--- src/rtl/cam_pkg.sv ---
// cam_pkg: shared types and constants for the camera capture path.
// FSM states, QVGA geometry and RGB565 field layout.
package cam_pkg;

  localparam int QVGA_H_ACTIVE = 320;
  localparam int QVGA_V_ACTIVE = 240;

  typedef logic [1:0] cam_state_t;

  localparam cam_state_t WAIT_SYNC = 2'd0;
  localparam cam_state_t ARMED     = 2'd1;
  localparam cam_state_t CAPTURE   = 2'd2;

  localparam int R_MSB = 15;
  localparam int R_LSB = 11;
  localparam int G_MSB = 10;
  localparam int G_LSB = 5;
  localparam int B_MSB = 4;
  localparam int B_LSB = 0;

  function automatic logic [15:0] rgb565(
    input logic [4:0] r,
    input logic [5:0] g,
    input logic [4:0] b
  );
    return {r, g, b};
  endfunction

endpackage

--- src/rtl/cam_byte_pair.sv ---
// cam_byte_pair: pairs camera bytes into 16-bit pixels.
// First byte of a pair lands in [15:8]; pixel_valid marks the second.
module cam_byte_pair (
  input  logic        clk,
  input  logic        reset,
  input  logic        en,
  input  logic        clear,
  input  logic [7:0]  cam_data,
  output logic        phase,
  output logic        pixel_valid,
  output logic [15:0] pixel
);

  logic [7:0] hi;

  // latch the high byte and toggle phase on every accepted byte
  always_ff @(posedge clk or posedge reset) begin
    if (reset) begin
      phase <= 1'b0;
      hi    <= 8'h00;
    end else if (clear) begin
      phase <= 1'b0;
    end else if (en) begin
      if (!phase) hi <= cam_data;
      phase <= ~phase;
    end
  end

  assign pixel_valid = en & phase & ~clear;
  assign pixel       = {hi, cam_data};

endmodule

--- src/rtl/cam_frame_writer.sv ---
// cam_frame_writer: captures href/vsync framed camera bytes and
// writes RGB565 pixels at linear addresses into the frame buffer.
module cam_frame_writer
  import cam_pkg::*;
#(
  parameter int H_ACTIVE = QVGA_H_ACTIVE,
  parameter int V_ACTIVE = QVGA_V_ACTIVE,
  parameter int ADDR_W   = 17
) (
  input  logic              clk,
  input  logic              reset,
  input  logic              capture_en,
  input  logic              vsync,
  input  logic              href,
  input  logic [7:0]        cam_data,
  output logic              we,
  output logic [ADDR_W-1:0] wAddr,
  output logic [15:0]       wData,
  output logic              frame_done,
  output logic              frame_err,
  output logic              busy
);

  localparam int XW = $clog2(H_ACTIVE + 1);
  localparam int YW = $clog2(V_ACTIVE + 1);

  localparam logic [XW-1:0] X_END = XW'(H_ACTIVE);
  localparam logic [YW-1:0] Y_END = YW'(V_ACTIVE);
  localparam logic [ADDR_W-1:0] LINE_STEP = ADDR_W'(H_ACTIVE);

  cam_state_t        state;
  logic              vsync_q;
  logic              href_q;
  logic [XW-1:0]     x;
  logic [YW-1:0]     y;
  logic [YW-1:0]     y_close;
  logic [ADDR_W-1:0] base;

  logic        capturing;
  logic        vsync_rise;
  logic        vsync_fall;
  logic        href_fall;
  logic        frame_start;
  logic        line_close;
  logic        pix_ok;
  logic        wr_fire;
  logic        phase;
  logic        pixel_valid;
  logic [15:0] pixel;

  assign capturing   = (state == CAPTURE);
  assign vsync_rise  = vsync & ~vsync_q;
  assign vsync_fall  = ~vsync & vsync_q;
  assign href_fall   = ~href & href_q;
  assign frame_start = (state == ARMED) & capture_en & vsync_fall;
  assign line_close  = capturing & href_fall;
  assign pix_ok      = (x < X_END) & (y < Y_END);
  assign wr_fire     = capturing & pixel_valid & pix_ok;
  assign busy        = capturing;

  cam_byte_pair u_pair (
    .clk         (clk),
    .reset       (reset),
    .en          (capturing & href),
    .clear       (frame_start | line_close),
    .cam_data    (cam_data),
    .phase       (phase),
    .pixel_valid (pixel_valid),
    .pixel       (pixel)
  );

  // line count as it stands after this cycle's line close
  always_comb begin
    y_close = y;
    if (line_close && x != '0 && y != Y_END)
      y_close = y + 1'b1;
  end

  // one-stage history for edge detection on the pixel clock
  always_ff @(posedge clk or posedge reset) begin
    if (reset) begin
      vsync_q <= 1'b0;
      href_q  <= 1'b0;
    end else begin
      vsync_q <= vsync;
      href_q  <= href;
    end
  end

  // frame gating: only whole frames are ever captured
  always_ff @(posedge clk or posedge reset) begin
    if (reset) begin
      state <= WAIT_SYNC;
    end else begin
      case (state)
        WAIT_SYNC: begin
          if (vsync && capture_en) state <= ARMED;
        end
        ARMED: begin
          if (!capture_en)     state <= WAIT_SYNC;
          else if (vsync_fall) state <= CAPTURE;
        end
        CAPTURE: begin
          if (vsync_rise)
            state <= capture_en ? ARMED : WAIT_SYNC;
        end
        default: state <= WAIT_SYNC;
      endcase
    end
  end

  // pixel/line counters and running line base address
  always_ff @(posedge clk or posedge reset) begin
    if (reset) begin
      x    <= '0;
      y    <= '0;
      base <= '0;
    end else if (frame_start) begin
      x    <= '0;
      y    <= '0;
      base <= '0;
    end else if (capturing) begin
      if (pixel_valid && x != X_END) x <= x + 1'b1;
      if (line_close) begin
        x <= '0;
        y <= y_close;
        if (x != '0 && y != Y_END) base <= base + LINE_STEP;
      end
    end
  end

  // registered frame-buffer write port
  always_ff @(posedge clk or posedge reset) begin
    if (reset) begin
      we    <= 1'b0;
      wAddr <= '0;
      wData <= '0;
    end else begin
      we <= wr_fire;
      if (wr_fire) begin
        wAddr <= base + ADDR_W'(x);
        wData <= pixel;
      end
    end
  end

  // frame completion pulse and sticky framing error
  always_ff @(posedge clk or posedge reset) begin
    if (reset) begin
      frame_done <= 1'b0;
      frame_err  <= 1'b0;
    end else begin
      frame_done <= capturing & vsync_rise;
      if (frame_start) begin
        frame_err <= 1'b0;
      end else if (capturing) begin
        if (line_close && (phase || (x != X_END && y != Y_END)))
          frame_err <= 1'b1;
        if (vsync_rise && y_close != Y_END)
          frame_err <= 1'b1;
      end
    end
  end

endmodule

--- config.mk ---
export PLATFORM = sky130hd
export DESIGN_NAME = cam_frame_writer
export DESIGN_NICKNAME = d
export VERILOG_FILES = /design/src/rtl/cam_pkg.sv /design/src/rtl/cam_byte_pair.sv /design/src/rtl/cam_frame_writer.sv
export SDC_FILE = /design/constraint.sdc
export NUM_CORES = 1
export LEC_CHECK = 0
export ABC_AREA = 0
export CORE_MARGIN = 1
export CORE_UTILIZATION = 45
export DETAILED_ROUTE_END_ITERATION = 10
export PLACE_DENSITY = 0.76
export SYNTH_ARGS = -nofsm -noshare
export SYNTH_HDL_FRONTEND = slang
export SYNTH_SLANG_ARGS = --single-unit
--- constraint.sdc ---
create_clock -name clk -period 2.54 [get_ports clk]
set_clock_uncertainty 0.15 [all_clocks]
set_input_delay 0.254 -clock clk [delete_from_list [all_inputs] [get_ports clk]]
set_output_delay 0.254 -clock clk [all_outputs]
set_load 0.1 [all_outputs]
After elaboration in Yosys (flattened, before gate mapping)
Index checks and enable logic that the tools add are counted.
W data, S select, Z words.
{"block": "word_totals", "inputBits": 13, "register_bits": 83, "word_cells": 93, "output_inout_bits": 37}
{"block": "op_classes", "magnitude_cmp": 2, "n_bitwise": 19, "n_addsub": 4, "n_reduce_logical": 23, "mux": 24, "eq_ne": 8}
{"operator": "$mux W17", "count": 4}
{"operator": "$mux W9", "count": 4}
{"operator": "$mux W8", "count": 4}
{"operator": "$add A17 B9 Y17", "count": 1}
{"operator": "$add A17 B9 Y17 const B", "count": 1}
{"operator": "$ne A8 B8 Y1 const B", "count": 2}
{"operator": "$and A1 B1 Y1", "count": 13}
{"operator": "$add A9 B1 Y9 const B", "count": 1}
{"operator": "$lt A9 B9 Y1 const B", "count": 1}
{"operator": "$ne A9 B9 Y1 const B", "count": 1}
{"operator": "$reduce_and A3 Y1", "count": 3}
{"operator": "$reduce_bool A9 Y1", "count": 1}
{"operator": "$add A8 B1 Y8 const B", "count": 1}
{"operator": "$logic_and A1 B1 Y1", "count": 8}
{"operator": "$lt A8 B8 Y1 const B", "count": 1}
{"operator": "$mux W2", "count": 4}
{"operator": "$reduce_bool A2 Y1", "count": 4}
{"operator": "$mux W1", "count": 7}
{"operator": "$pmux W2 S3", "count": 1}
{"operator": "$reduce_and A2 Y1", "count": 3}
{"operator": "$reduce_bool A3 Y1", "count": 2}
{"operator": "$not A1 Y1", "count": 5}
{"operator": "$ne A3 B3 Y1 const B", "count": 1}
{"operator": "$eq A2 B1 Y1 const B", "count": 1}
{"operator": "other kinds (6)", "count": 6}

Depth between registers and ports, before layout
Gate-level depths: netlist of run 1.
{"block": "logic_depth", "ltp_word": 11, "mapped_depth": 9}

By module
A second synthesis of run 1 with hierarchy kept.
{"block": "hier_totals", "cells_unflattened": 405, "hier_area_um2": 3882.5}
{"mod": "cam_frame_writer", "cells_each": 375, "area_each_um2": 3462.1, "n_inst": 1}
{"mod": "cam_byte_pair", "cells_each": 30, "area_each_um2": 420.4, "n_inst": 1}

Worst setup path before layout of run 1
No wires, ideal clock.
{"block": "synth_path", "kind": "register -> register", "from": "register state[1]", "to": "register u_pair.hi[0]", "required_time_ns": 2.265, "path_slack_ns": -0.563, "arrival_time_ns": 2.828, "path_stages_with_launch": 5, "setup_ns": 0.125, "path_cell_list": "dfrtp_1 nor2b_1 nand2_1 nor2_2 mux2_2"}
{"block": "synth_via", "elab_cells_between_ends": 9, "classes_between": "eq/ne (2); bitwise (6); reduce/logical (1)"}
{"item": "from (decl)", "line_no": "cam_frame_writer.sv:31", "source": "cam_state_t state;"}
{"item": "from (signal assigned)", "line_no": "cam_frame_writer.sv:105", "source": "state <= capture_en ? ARMED : WAIT_SYNC;"}
{"item": "$eq A2 B2 Y1 (*)", "line_no": "cam_frame_writer.sv:51", "source": "assign capturing = (state == CAPTURE);"}
{"item": "net busy", "line_no": "cam_frame_writer.sv:21", "source": "output logic busy"}
{"item": "$and A1 B1 Y1", "line_no": "cam_frame_writer.sv:56", "source": "assign line_close = capturing & href_fall;"}
{"item": "$or A1 B1 Y1", "line_no": "cam_frame_writer.sv:65", "source": ".clear (frame_start | line_close),"}
{"item": "$not A1 Y1 (no source line)"}
{"item": "$reduce_and A3 Y1 (no source line) (*)"}
{"item": "to (signal assigned)", "line_no": "cam_byte_pair.sv:24", "source": "if (!phase) hi <= cam_data;"}
{"item": "to (decl)", "line_no": "cam_byte_pair.sv:14", "source": "logic [7:0] hi;"}
The timed path passes the listed nets; every way through them passes the cells marked *.
A chain may end at the register's enable or synchronous reset.

Worst setup path in the final report of run 1
{"block": "layout_path", "from": "register x[7]", "to": "register wAddr[14]"}
{"block": "layout_via", "elab_chain_len": 3, "elab_cells_between_ends": 4, "classes_between": "add/sub (1); order compare (1); bitwise (2)"}
{"item": "from (decl)", "line_no": "cam_frame_writer.sv:34", "source": "logic [XW-1:0] x;"}
{"item": "from (signal assigned)", "line_no": "cam_frame_writer.sv:123", "source": "if (pixel_valid && x != X_END) x <= x + 1'b1;"}
{"item": "$lt A9 B9 Y1", "line_no": "cam_frame_writer.sv:57", "source": "assign pix_ok = (x < X_END) & (y < Y_END);"}
{"item": "$and A1 B1 Y1", "line_no": "cam_frame_writer.sv:57"}
{"item": "$and A1 B1 Y1", "line_no": "cam_frame_writer.sv:58", "source": "assign wr_fire = capturing & pixel_valid & pix_ok;"}
{"item": "to (signal assigned)", "line_no": "cam_frame_writer.sv:141", "source": "wAddr <= base + ADDR_W'(x);"}
{"item": "to (decl)", "line_no": "cam_frame_writer.sv:17", "source": "output logic [ADDR_W-1:0] wAddr,"}
Parallel ways exist; a longest one is shown, timed or not.

==> summary.md, run 1 <==
| Metric | Value |
|---|---|
| P&R area growth vs syn | 18.21% |
| WP data required | 2690 ps |
| VDD IR max | 364.5 uV |
| Setup CP Type | reg2reg |
| Gr usage total | 0.1968 |
| Post_cts resized | 0 |
| Routed Antenna Nets | 0 |
| Avg WL per Cell | 14.38 microns |
| Deepest clock path buffer count | 2 |
| Max Transition Viols Final | 0 |
| Min-Delay Path Class | in2async |
| Detailed-route vias per instance | 5.439 |
| Largest fanout on the critical path | 6 |
| Setup bufs post-CTS | 0 |
| Final WL | 7.925 mm |
| Root Driver | clkbuf_8 |
| Status | complete, no violations |
| First-pass GRT wire length | 13.33 mm |
| N_diodes | 0 |
| CTS tree | yes |
| Fin nets | 463 |
| Vias | 2997 |
| Num CTS Buffers | 9 |
| DRT iter0 DRCs | 140 |
| Fillers | 720 |
| Syn Area/Cell | 9.799 sq um |
| Register bit count reported by yosys | 77 |
| Fmax | 0.4601 GHz |
| Worst-case reg-to-reg path depth | 6 |
| FP Rows | 33 |
| Crit path DAT | 2330 ps |
| Clock sinks | 77 |
| Post-synth EDFFs | 0 |
| R2r startpoint | x[7] |
| Post-Route Setup TNS | 0 ps |
| Vias in the first global route | 2689 |
| Worst R2R Setup Slack | 370 ps |
| Global-route congestion overflow total | 0 |
| Fin. Hold Viols | 0 |
| Post-synthesis sequential area ratio | 0.5016 |
| Starting density of the core | 0.4652 |
| Proportion of layout cells with a drive suffix above 1 | 0.1951 |
| Crit. Startpoint | x[7] |
| Slew margin rel. | 0.6238 |
| Area leader, netlist | dfrtp_1 |
| Hold buffer count at cts | 0 |
| Worst-margin pin slew | 562.2 ps |
| Core box area | 8258 sq um |
| Synth warn | 0 |
| IO Count | 50 |
| Final setup viols | 0 |
| Area contributors post-synth | dfrtp_1 50%, nand2_1 8.8%, xnor2_1 3.2% |
| Fraction of registers with async set/reset | 1.000 |
| Post-layout minimum cycle time | 2173 ps |
| Period utilisation layout | 0.8557 |
| Cell count after synthesis | 392 |
| Netlist cell types | 59 |
| Placed Cells | 535 |
| Synth Flop Type | dfrtp_1 |
| Largest net degree at the start of global routing | 29 |
| Drt pass-1 iters | 4 |
| Die area | 8909 sq um |
| Clock slew seen by the registers of the worst setup and hold paths | 80 ps |
| Max Cap Viol | 0 |
| Pwr dens | 810.7 nW/um^2 |
| CP Capture Type | flop |
| Top-area cell type share of the netlist area | 0.5016 |
| Non-Filler Instances | 551 |
| Final Core Density | 0.5498 |
| RSZ-0062 raised after global routing | false |
| Die W | 94.39 microns |
| Post-DP HPWL | 5.763 mm |
| Htree depth | 3 |
| Synthesized cell area | 3841 sq um |
| Pleak | 2.183 nW |
| Initial antenna violation count | 0 |
| RR Endpoint | wAddr[14] |
| Worst-Skew Late Latency | 360 ps |
| Post-route DRC | 0 |
| Syn_nets | 414 |
| Placer congestion estimate | 0.7909 |
| Type of origin of the critical path | flop |
| PortBufs | 49 |
| Die Y | 94.39 microns |
| Min Hold Slack | 92.54 ps |
==> cells in the mapped netlist (2+ instances only) <==
cell      instances
o211ai_1          4
xor2_1            6
clkbuf_1          8
nand4_1           9
dfrtp_1          77
nor2_1           21
nand2_1          90
nor3_1            2
a21oi_1          10
nor2b_1           4
and2_1            4
and4_1            2
nand3_2           4
buf_6             3
buf_1             2
mux2i_1           4
o31ai_1           7
o21ai_0          20
nand3_1          11
xnor2_1          14
or4_1             6
buf_2             4
a21o_1            2
inv_1            11
a31oi_1           4
buf_4             2
or3_1             3
ha_1              9
o22ai_1           2
mux2_2            9
a211oi_1          3
and3_1            7
and4b_1           2
==> final cells by class <==
class / instances / area (sq um) / area share
Sequential cell: 77 / 1927 / 0.4244
Multi-Input combinational cell: 284 / 1765 / 0.3888
Timing Repair Buffer: 57 / 457.9 / 0.1009
Tap cell: 105 / 131.4 / 0.02893
Clock buffer: 10 / 127.6 / 0.02811
Clock inverter: 6 / 86.33 / 0.01901
Inverter: 12 / 45.04 / 0.009920
==> how the worst max path moves through the flow <==
stage | endpoint | slack [ps] | depth (start not counted)
finish | wAddr[14] | 370 | 6
global route | base[16] | 230 | 7
detailed placement | base[14] | 130 | 6
CTS | wAddr[14] | 380 | 6
floorplan | u_pair.hi[0] | 70 | 4
global placement | base[16] | 220 | 6
==> metal layers <==
metal  global-route usage  part of all wire
met1               0.2803              0.48
met2               0.2989              0.47
met3              0.04348             0.044
met4              0.06154             0.012
met5                    0                 0
==> metrics by stage <==
step	instance area (sq um)	setup slack, ps	power, mW
floorplan	3844	67.62	2.441
global placement	4327	215.9	2.671
detailed placement	4327	133.5	2.692
CTS	4541	379.2	3.698
global route	4541	231.1	3.854
finish	4541	366.6	3.681
==> kinds of logic after synthesis <==
logic type	count (synthesis)	synth area share
compound gates	63	0.1111
xor+xnor	20	0.04560
fa+ha+maj	9	0.02932
buf+inv	31	0.03941
flops	77	0.5016
mux	13	0.03681
other cells	1	0.0009763
simple gates	178	0.2352
==> critical path: stages (launching register included) <==
cell      delay, ps
dfrtp_1         450
ha_1            370
a21o_1          200
o21bai_2        210
a21oi_2         310
mux2_2          380
nand2_1          60
==> flip-flops by register name, indices dropped and copies added (netlist names) <==
name	flops
we	1
wAddr	17
frame_done	1
wData	16
x	9
href_q	1
state	2
frame_err	1
u_pair.hi	8
vsync_q	1
base	11
y	8
u_pair.phase	1
==> where the power goes <==
group / switching [mW] / internal (mW)
registers: 0.125 / 1.40
logic: 0.878 / 0.270
clock network: 0.458 / 0.554
total: 1.46 / 2.22
==> cells in the final DEF (no fill, tap or decap), types with 6 or more instances in the layout <==
cell type        instances
mux2_2                   9
a21oi_1                 10
o31ai_1                  7
clkbuf_8                 9
nand3_1                 11
nand2_1                 90
buf_4                   45
nor2_1                  21
inv_1                   10
or4_1                    6
clkdlybuf4s50_1         12
o21ai_0                 20
nand4_1                  9
dfrtp_1                 77
xnor2_1                 14
and3_1                   7
xor2_1                   6
ha_1                     9
(Power assumes the default switching activity.)
==> inputs of run 2 (changes only) <==
--- a/config.mk
+++ b/config.mk
@@ -9,7 +9,7 @@
 export CORE_MARGIN = 1
 export CORE_UTILIZATION = 45
 export DETAILED_ROUTE_END_ITERATION = 10
-export PLACE_DENSITY = 0.76
+export PLACE_DENSITY = 0.67
 export SYNTH_ARGS = -nofsm -noshare
 export SYNTH_HDL_FRONTEND = slang
 export SYNTH_SLANG_ARGS = --single-unit
==> run 2 against run 1 <==
Combinational power about the same. Maximum frequency shrank 0.15%. Critical path depth is the same.
==> summary.md, run 2 (synthesis gave the netlist of run 1 again) <==
| Metric | Value |
|---|---|
| Clock sinks | 77 (unchanged) |
| Root Driver | clkbuf_8 |
| Largest fanout on the critical path | 6 (unchanged) |
| Die Y | 94.39 microns (unchanged) |
| Largest register FFs | 17 (unchanged) |
| Largest net degree at the start of global routing | 43 (+48%) |
| CP max-delay cell | dfrtp_1 |
| CP peak stage delay | 460 ps (about the same) |
| First-pass GRT wire length | 13.64 mm (+2.3%) |
| Detailed-route vias per instance | 5.388 (-0.93%) |
| Leading cell type in the layout, fill and taps excluded | nand2_1 |
| Placer congestion estimate | 0.8412 (+6.4%) |
| Worst-Skew Late Latency | 350 ps (about the same) |
| Post-layout minimum cycle time | 2177 ps (+3.241 ps) |
| Slew margin rel. | 0.6275 (+0.003680) |
| FP Rows | 33 (unchanged) |
| Post-Route Setup TNS | 0 ps (unchanged) |
| Setup CP Type | reg2reg |
| Die area | 8909 sq um (unchanged) |
| Final WL | 7.948 mm (+0.29%) |
| Critical-path cell list | ha_1, a21o_1, o21bai_2, a21oi_2, mux2_2, nand2_1 |
| Gr usage total | 0.1994 (+0.002640) |
| Most frequent cells in the layout | 90 x nand2_1, 77 x dfrtp_1, 43 x buf_4 |
| IO Count | 50 (unchanged) |
| Crit path DAT | 2310 ps (-20 ps) |
| VDD IR max | 538.5 uV (+48%) |
| Fin nets | 463 (unchanged) |
| Biggest regs | wAddr x17, wData x16, base x11 |
| Max Transition Viols Final | 0 (unchanged) |
| Proportion of layout cells with a drive suffix above 1 | 0.1951 (unchanged) |
| Fmax | 0.4594 GHz (-0.15%) |
| Max Cap Viol | 0 (unchanged) |
| DRT iter0 DRCs | 139 (-0.71%) |
| CTS tree | yes |
| Fin. Hold Viols | 0 (unchanged) |
| Drt pass-1 iters | 4 (unchanged) |
| Pleak | 2.180 nW (-0.11%) |
| Initial antenna violation count | 0 (unchanged) |
| Worst-margin pin slew | 556.7 ps (-5.500 ps) |
| Avg WL per Cell | 14.42 microns (+0.29%) |
| Min-Delay Path Class | in2reg |
| Post-route DRC | 0 (unchanged) |
| WP data required | 2680 ps (about the same) |
| Clock slew seen by the registers of the worst setup and hold paths | 80 ps (about the same) |
| Period utilisation layout | 0.8569 (+0.001276) |
| Type of origin of the critical path | flop |
| Final setup viols | 0 (unchanged) |
| Starting density of the core | 0.4652 (unchanged) |
| Worst-case reg-to-reg path depth | 6 (unchanged) |
| PortBufs | 49 (unchanged) |
| Routed Antenna Nets | 0 (unchanged) |
| Global-route congestion overflow total | 0 (unchanged) |
| P&R area growth vs syn | 18.47% |
| RSZ-0062 raised after global routing | false |
| Hold depth | 1 |
| Post_cts resized | 0 (unchanged) |
| Num CTS Buffers | 9 (unchanged) |
| Htree depth | 3 (unchanged) |
| N_diodes | 0 (unchanged) |
| Setup bufs post-CTS | 0 (unchanged) |
| Vias | 2969 (-0.93%) |
| Post-DP HPWL | 5.543 mm (-3.8%) |
| Status | complete, no violations |
| CP Capture Type | flop |
| Pwr dens | 796.2 nW/um^2 (-1.8%) |
| Reg with most FFs | wAddr |
| Deepest clock path buffer count | 2 (unchanged) |
| Core box area | 8258 sq um (unchanged) |
| Die W | 94.39 microns (unchanged) |
| Vias in the first global route | 2869 (+6.7%) |
| Final Core Density | 0.5511 (+0.001213) |
run 2: cell count changes in the layout (fill, tap and decap cells not counted), sizes merged:
cell	change
bufinv	-1
clkinvlp	+1
buf	-1
dlygate4sd3	+1
run 2: cell type report:
class	instances	area [sq um]
flip-flops and latches	77	1927
inverters	12	45.04
repair buffers	57	473.0
clock buffers	10	137.6
multi-input cells	284	1765
clock inverters	6	71.32
fillers	757	3707
well taps	105	131.4
run 2: routing by layer:
layer	GRT usage	share of wire
met4	0.05897	0.0081
met2	0.3134	0.48
met5	0	0
met1	0.2674	0.47
met3	0.05797	0.043
run 2: critical path, delay by kind of cell (launching register included):
family	cells	cell delay (ps)
AND/OR/NAND/NOR	1	60
AO/OA/AOI/OAI	3	710
flip-flops	1	460
multiplexers	1	370
adder cells (fa/ha/maj)	1	370
run 2: per-stage QoR:
step                power [mW]  setup slack (ps)  instance area (sq um)  std cells  hold slack (ps)
floorplan                2.441             67.62                   3844        392            135.4
global placement         2.676             299.9                   4332        534            294.6
detailed placement       2.696             253.2                   4332        534            311.2
CTS                      3.658             377.3                   4551        551            266.1
global route             3.789             272.7                   4551        551            294.1
finish                   3.623             363.4                   4551        551            286.7
run 2: timing repair:
item                       4_1_cts  5_1_grt
hold buffers                     1        0
setup endpoints to repair        0        0
hold endpoints to repair        10        0
run 2: worst paths after layout:
path / start / endpoint / slack [ps]
hold reg to reg: u_pair.hi[7] / wData[15] / 320
min in group asynchronous: reset / u_pair.hi[3] / 550
setup / recovery: x[7] / wAddr[14] / 360
max in group asynchronous: reset / wAddr[16] / 1040
hold / removal: vsync / vsync_q / 290
setup reg to reg: x[7] / wAddr[14] / 360
run 2: power by group:
group	internal, mW	switching, mW	leakage, nW
Combinational	0.273	0.877	1.03
Clock	0.487	0.469	0.0991
Sequential	1.40	0.121	1.05
Total	2.16	1.47	2.18
==> inputs of run 3 (changes only) <==
--- a/config.mk
+++ b/config.mk
@@ -6,6 +6,7 @@
 export NUM_CORES = 1
 export LEC_CHECK = 0
 export ABC_AREA = 0
+export ABC_CLOCK_PERIOD_IN_PS = 2540
 export CORE_MARGIN = 1
 export CORE_UTILIZATION = 45
 export DETAILED_ROUTE_END_ITERATION = 10
==> constraint.sdc (replaced) <==
create_clock -name clk -period 2.54 [get_ports clk]
set_clock_uncertainty 0.15 [all_clocks]
set_input_delay 0.381 -clock clk [delete_from_list [all_inputs] [get_ports clk]]
set_output_delay 0.381 -clock clk [all_outputs]
set_load 0.1 [all_outputs]
==> run 3 against run 2 <==
Sequential power hardly changed. Final area grew 0.28%. Count of clock-buffer cells in the layout decreased by 1. Sequential cell count is the same. Via count decreased by 1.2%. Register-to-register slack better by 40 ps. Final cell count grew 0.36%. Routed wire length is 0.29% higher. First-iteration DRC count increased by 16%. Global-route usage grew 0.11 points. Critical path type unchanged. Largest cell class unchanged. Highest routed layer unchanged.
==> summary.md, run 3 (synthesis gave the netlist of run 1 again) <==
| Metric | Value |
|---|---|
| Status | complete, no violations |
| Drt pass-1 iters | 4 (unchanged) |
| Fmax | 0.4674 GHz (+1.7%) |
| Htree depth | 3 (unchanged) |
| Critical-path cell list | inv_1, ha_1, inv_1, o41a_4, buf_4, and2_4, o31ai_2, o22ai_1 |
| Die Y | 94.39 microns (unchanged) |
| Pwr dens | 809.8 nW/um^2 (+1.7%) |
| Final setup viols | 0 (unchanged) |
| Post_cts resized | 0 (unchanged) |
| Setup CP Type | reg2reg |
| Clock slew seen by the registers of the worst setup and hold paths | 80 ps (about the same) |
| Delay-heaviest family, CP | compound AO/OA/AOI/OAI gates |
| Clock sinks | 77 (unchanged) |
| Total power draw | 3.695 mW (+2.0%) |
| Type of origin of the critical path | flop |
| Post-layout minimum cycle time | 2140 ps (-37.08 ps) |
| VDD IR max | 548.3 uV (+1.8%) |
| Max Cap Viol | 0 (unchanged) |
| Worst-case reg-to-reg path depth | 8 (+2) |
| Largest fanout on the critical path | 7 (+1) |
| Pleak | 2.193 nW (+0.57%) |
| CP peak stage delay | 480 ps (+20 ps) |
| Fillers | 747 (-1.3%) |
| Worst path depth | 8 (+2) |
| Starting density of the core | 0.4652 (unchanged) |
| Num CTS Buffers | 9 (unchanged) |
| FP Rows | 33 (unchanged) |
| Largest net degree at the start of global routing | 40 (-7.0%) |
| R2r startpoint | y[0] |
| Crit path DAT | 2220 ps (-90 ps) |
| Gr usage total | 0.2006 (+0.001146) |
| DRT iter0 DRCs | 161 (+16%) |
| CP Capture Type | flop |
| Placer congestion estimate | 0.8679 (+3.2%) |
| Routed Antenna Nets | 0 (unchanged) |
| Worst-Skew Late Latency | 350 ps (about the same) |
| Die area | 8909 sq um (unchanged) |
| Detailed-route vias per instance | 5.304 (-1.6%) |
| Most frequent cells in the layout | 90 x nand2_1, 77 x dfrtp_1, 47 x buf_4 |
| IO Count | 50 (unchanged) |
| CTS tree | yes |
| Core box area | 8258 sq um (unchanged) |
| Biggest regs | wAddr x17, wData x16, base x11 |
| Setup bufs post-CTS | 0 (unchanged) |
| Fin. Hold Viols | 0 (unchanged) |
| Worst-margin pin slew | 511.8 ps (-44.87 ps) |
| PortBufs | 49 (unchanged) |
| Hold buffer count at cts | 0 (-1) |
| Die W | 94.39 microns (unchanged) |
| Crit. Startpoint | y[0] |
| Crit-path most repeated cell | inv_1 |
| Vias in the first global route | 2801 (-2.4%) |
| P&R area growth vs syn | 18.79% |
| RSZ-0062 raised after global routing | false |
| First-pass GRT wire length | 13.71 mm (+0.51%) |
| Avg WL per Cell | 14.41 microns (about the same) |
| Placed Cells | 537 (+0.56%) |
| Leading cell type in the layout, fill and taps excluded | nand2_1 |
| Largest register FFs | 17 (unchanged) |
| Register Area | 1927 sq um (unchanged) |
| Final Core Density | 0.5526 (+0.001515) |
| Period utilisation layout | 0.8423 (-0.01460) |
| Non-Filler Instances | 553 (+0.36%) |
| Fin nets | 465 (+0.43%) |
| WP data required | 2620 ps (-60 ps) |
| Area of the multi-input gates | 1765 sq um (unchanged) |
| Proportion of layout cells with a drive suffix above 1 | 0.2009 (+0.005826) |
| Min-Delay Path Class | in2async |
| Deepest clock path buffer count | 2 (unchanged) |
| Post-route DRC | 0 (unchanged) |
| Root Driver | clkbuf_8 |
| Global-route congestion overflow total | 0 (unchanged) |
| Max Transition Viols Final | 0 (unchanged) |
| N_diodes | 0 (unchanged) |
| Buffers and inverters on the worst path | 3 (+3) |
| Initial antenna violation count | 0 (unchanged) |
| CP max-delay cell | o41a_4 |
| Vias | 2933 (-1.2%) |
| Post-DP HPWL | 5.706 mm (+2.9%) |
| Reg with most FFs | wAddr |
| Post-Route Setup TNS | 0 ps (unchanged) |
| Final WL | 7.971 mm (+0.29%) |
| Slew margin rel. | 0.6584 (+0.03092) |
run 3: routing by layer:
metal,routed length [microns],GRT usage
met3,254,0.05314
met2,3772,0.3164
met5,0,0
met1,3869,0.2753
met4,74,0.04872
run 3: worst register-to-register path, delay by kind of cell (launching register included):
kind	cells	cell delay, ps
AO/OA/AOI/OAI	3	780
flip-flops	1	450
buffers and inverters	3	320
adder cells (fa/ha/maj)	1	160
AND/OR/NAND/NOR	1	160
run 3: power breakdown:
part | switching (mW) | total (mW) | internal [mW] | leakage [nW]
clock | 0.477 | 1.03 | 0.556 | 0.106
sequential | 0.122 | 1.52 | 1.40 | 1.05
combinational | 0.874 | 1.14 | 0.269 | 1.04
run 3: per-stage QoR:
step                      hold slack (ps)  setup WS, ps  cell area [sq um]
after floorplan                     262.4         42.32               3844
after global placement              294.5         122.1               4342
after detailed placement            302.7         70.91               4342
after CTS                           133.5         395.9               4563
after global routing                148.1         316.5               4563
final                               134.9         400.5               4563
run 3: layout make-up:
type,count,area share
Timing Repair Buffer,59,0.1036
Inverter,12,0.009871
Sequential cell,77,0.4223
Tap cell,105,0.02879
Clock inverter,7,0.02139
Multi-Input combinational cell,284,0.3869
Clock buffer,9,0.02715
run 3: path summary, 6_finish.rpt:
kind	slack, ps	to
worst min register to register	320	wData[9]
min in group clk	320	wData[9]
worst max register to register	400	frame_err
worst min-delay path	130	u_pair.hi[1]
worst max-delay path	400	frame_err
max in group asynchronous	1480	x[8]
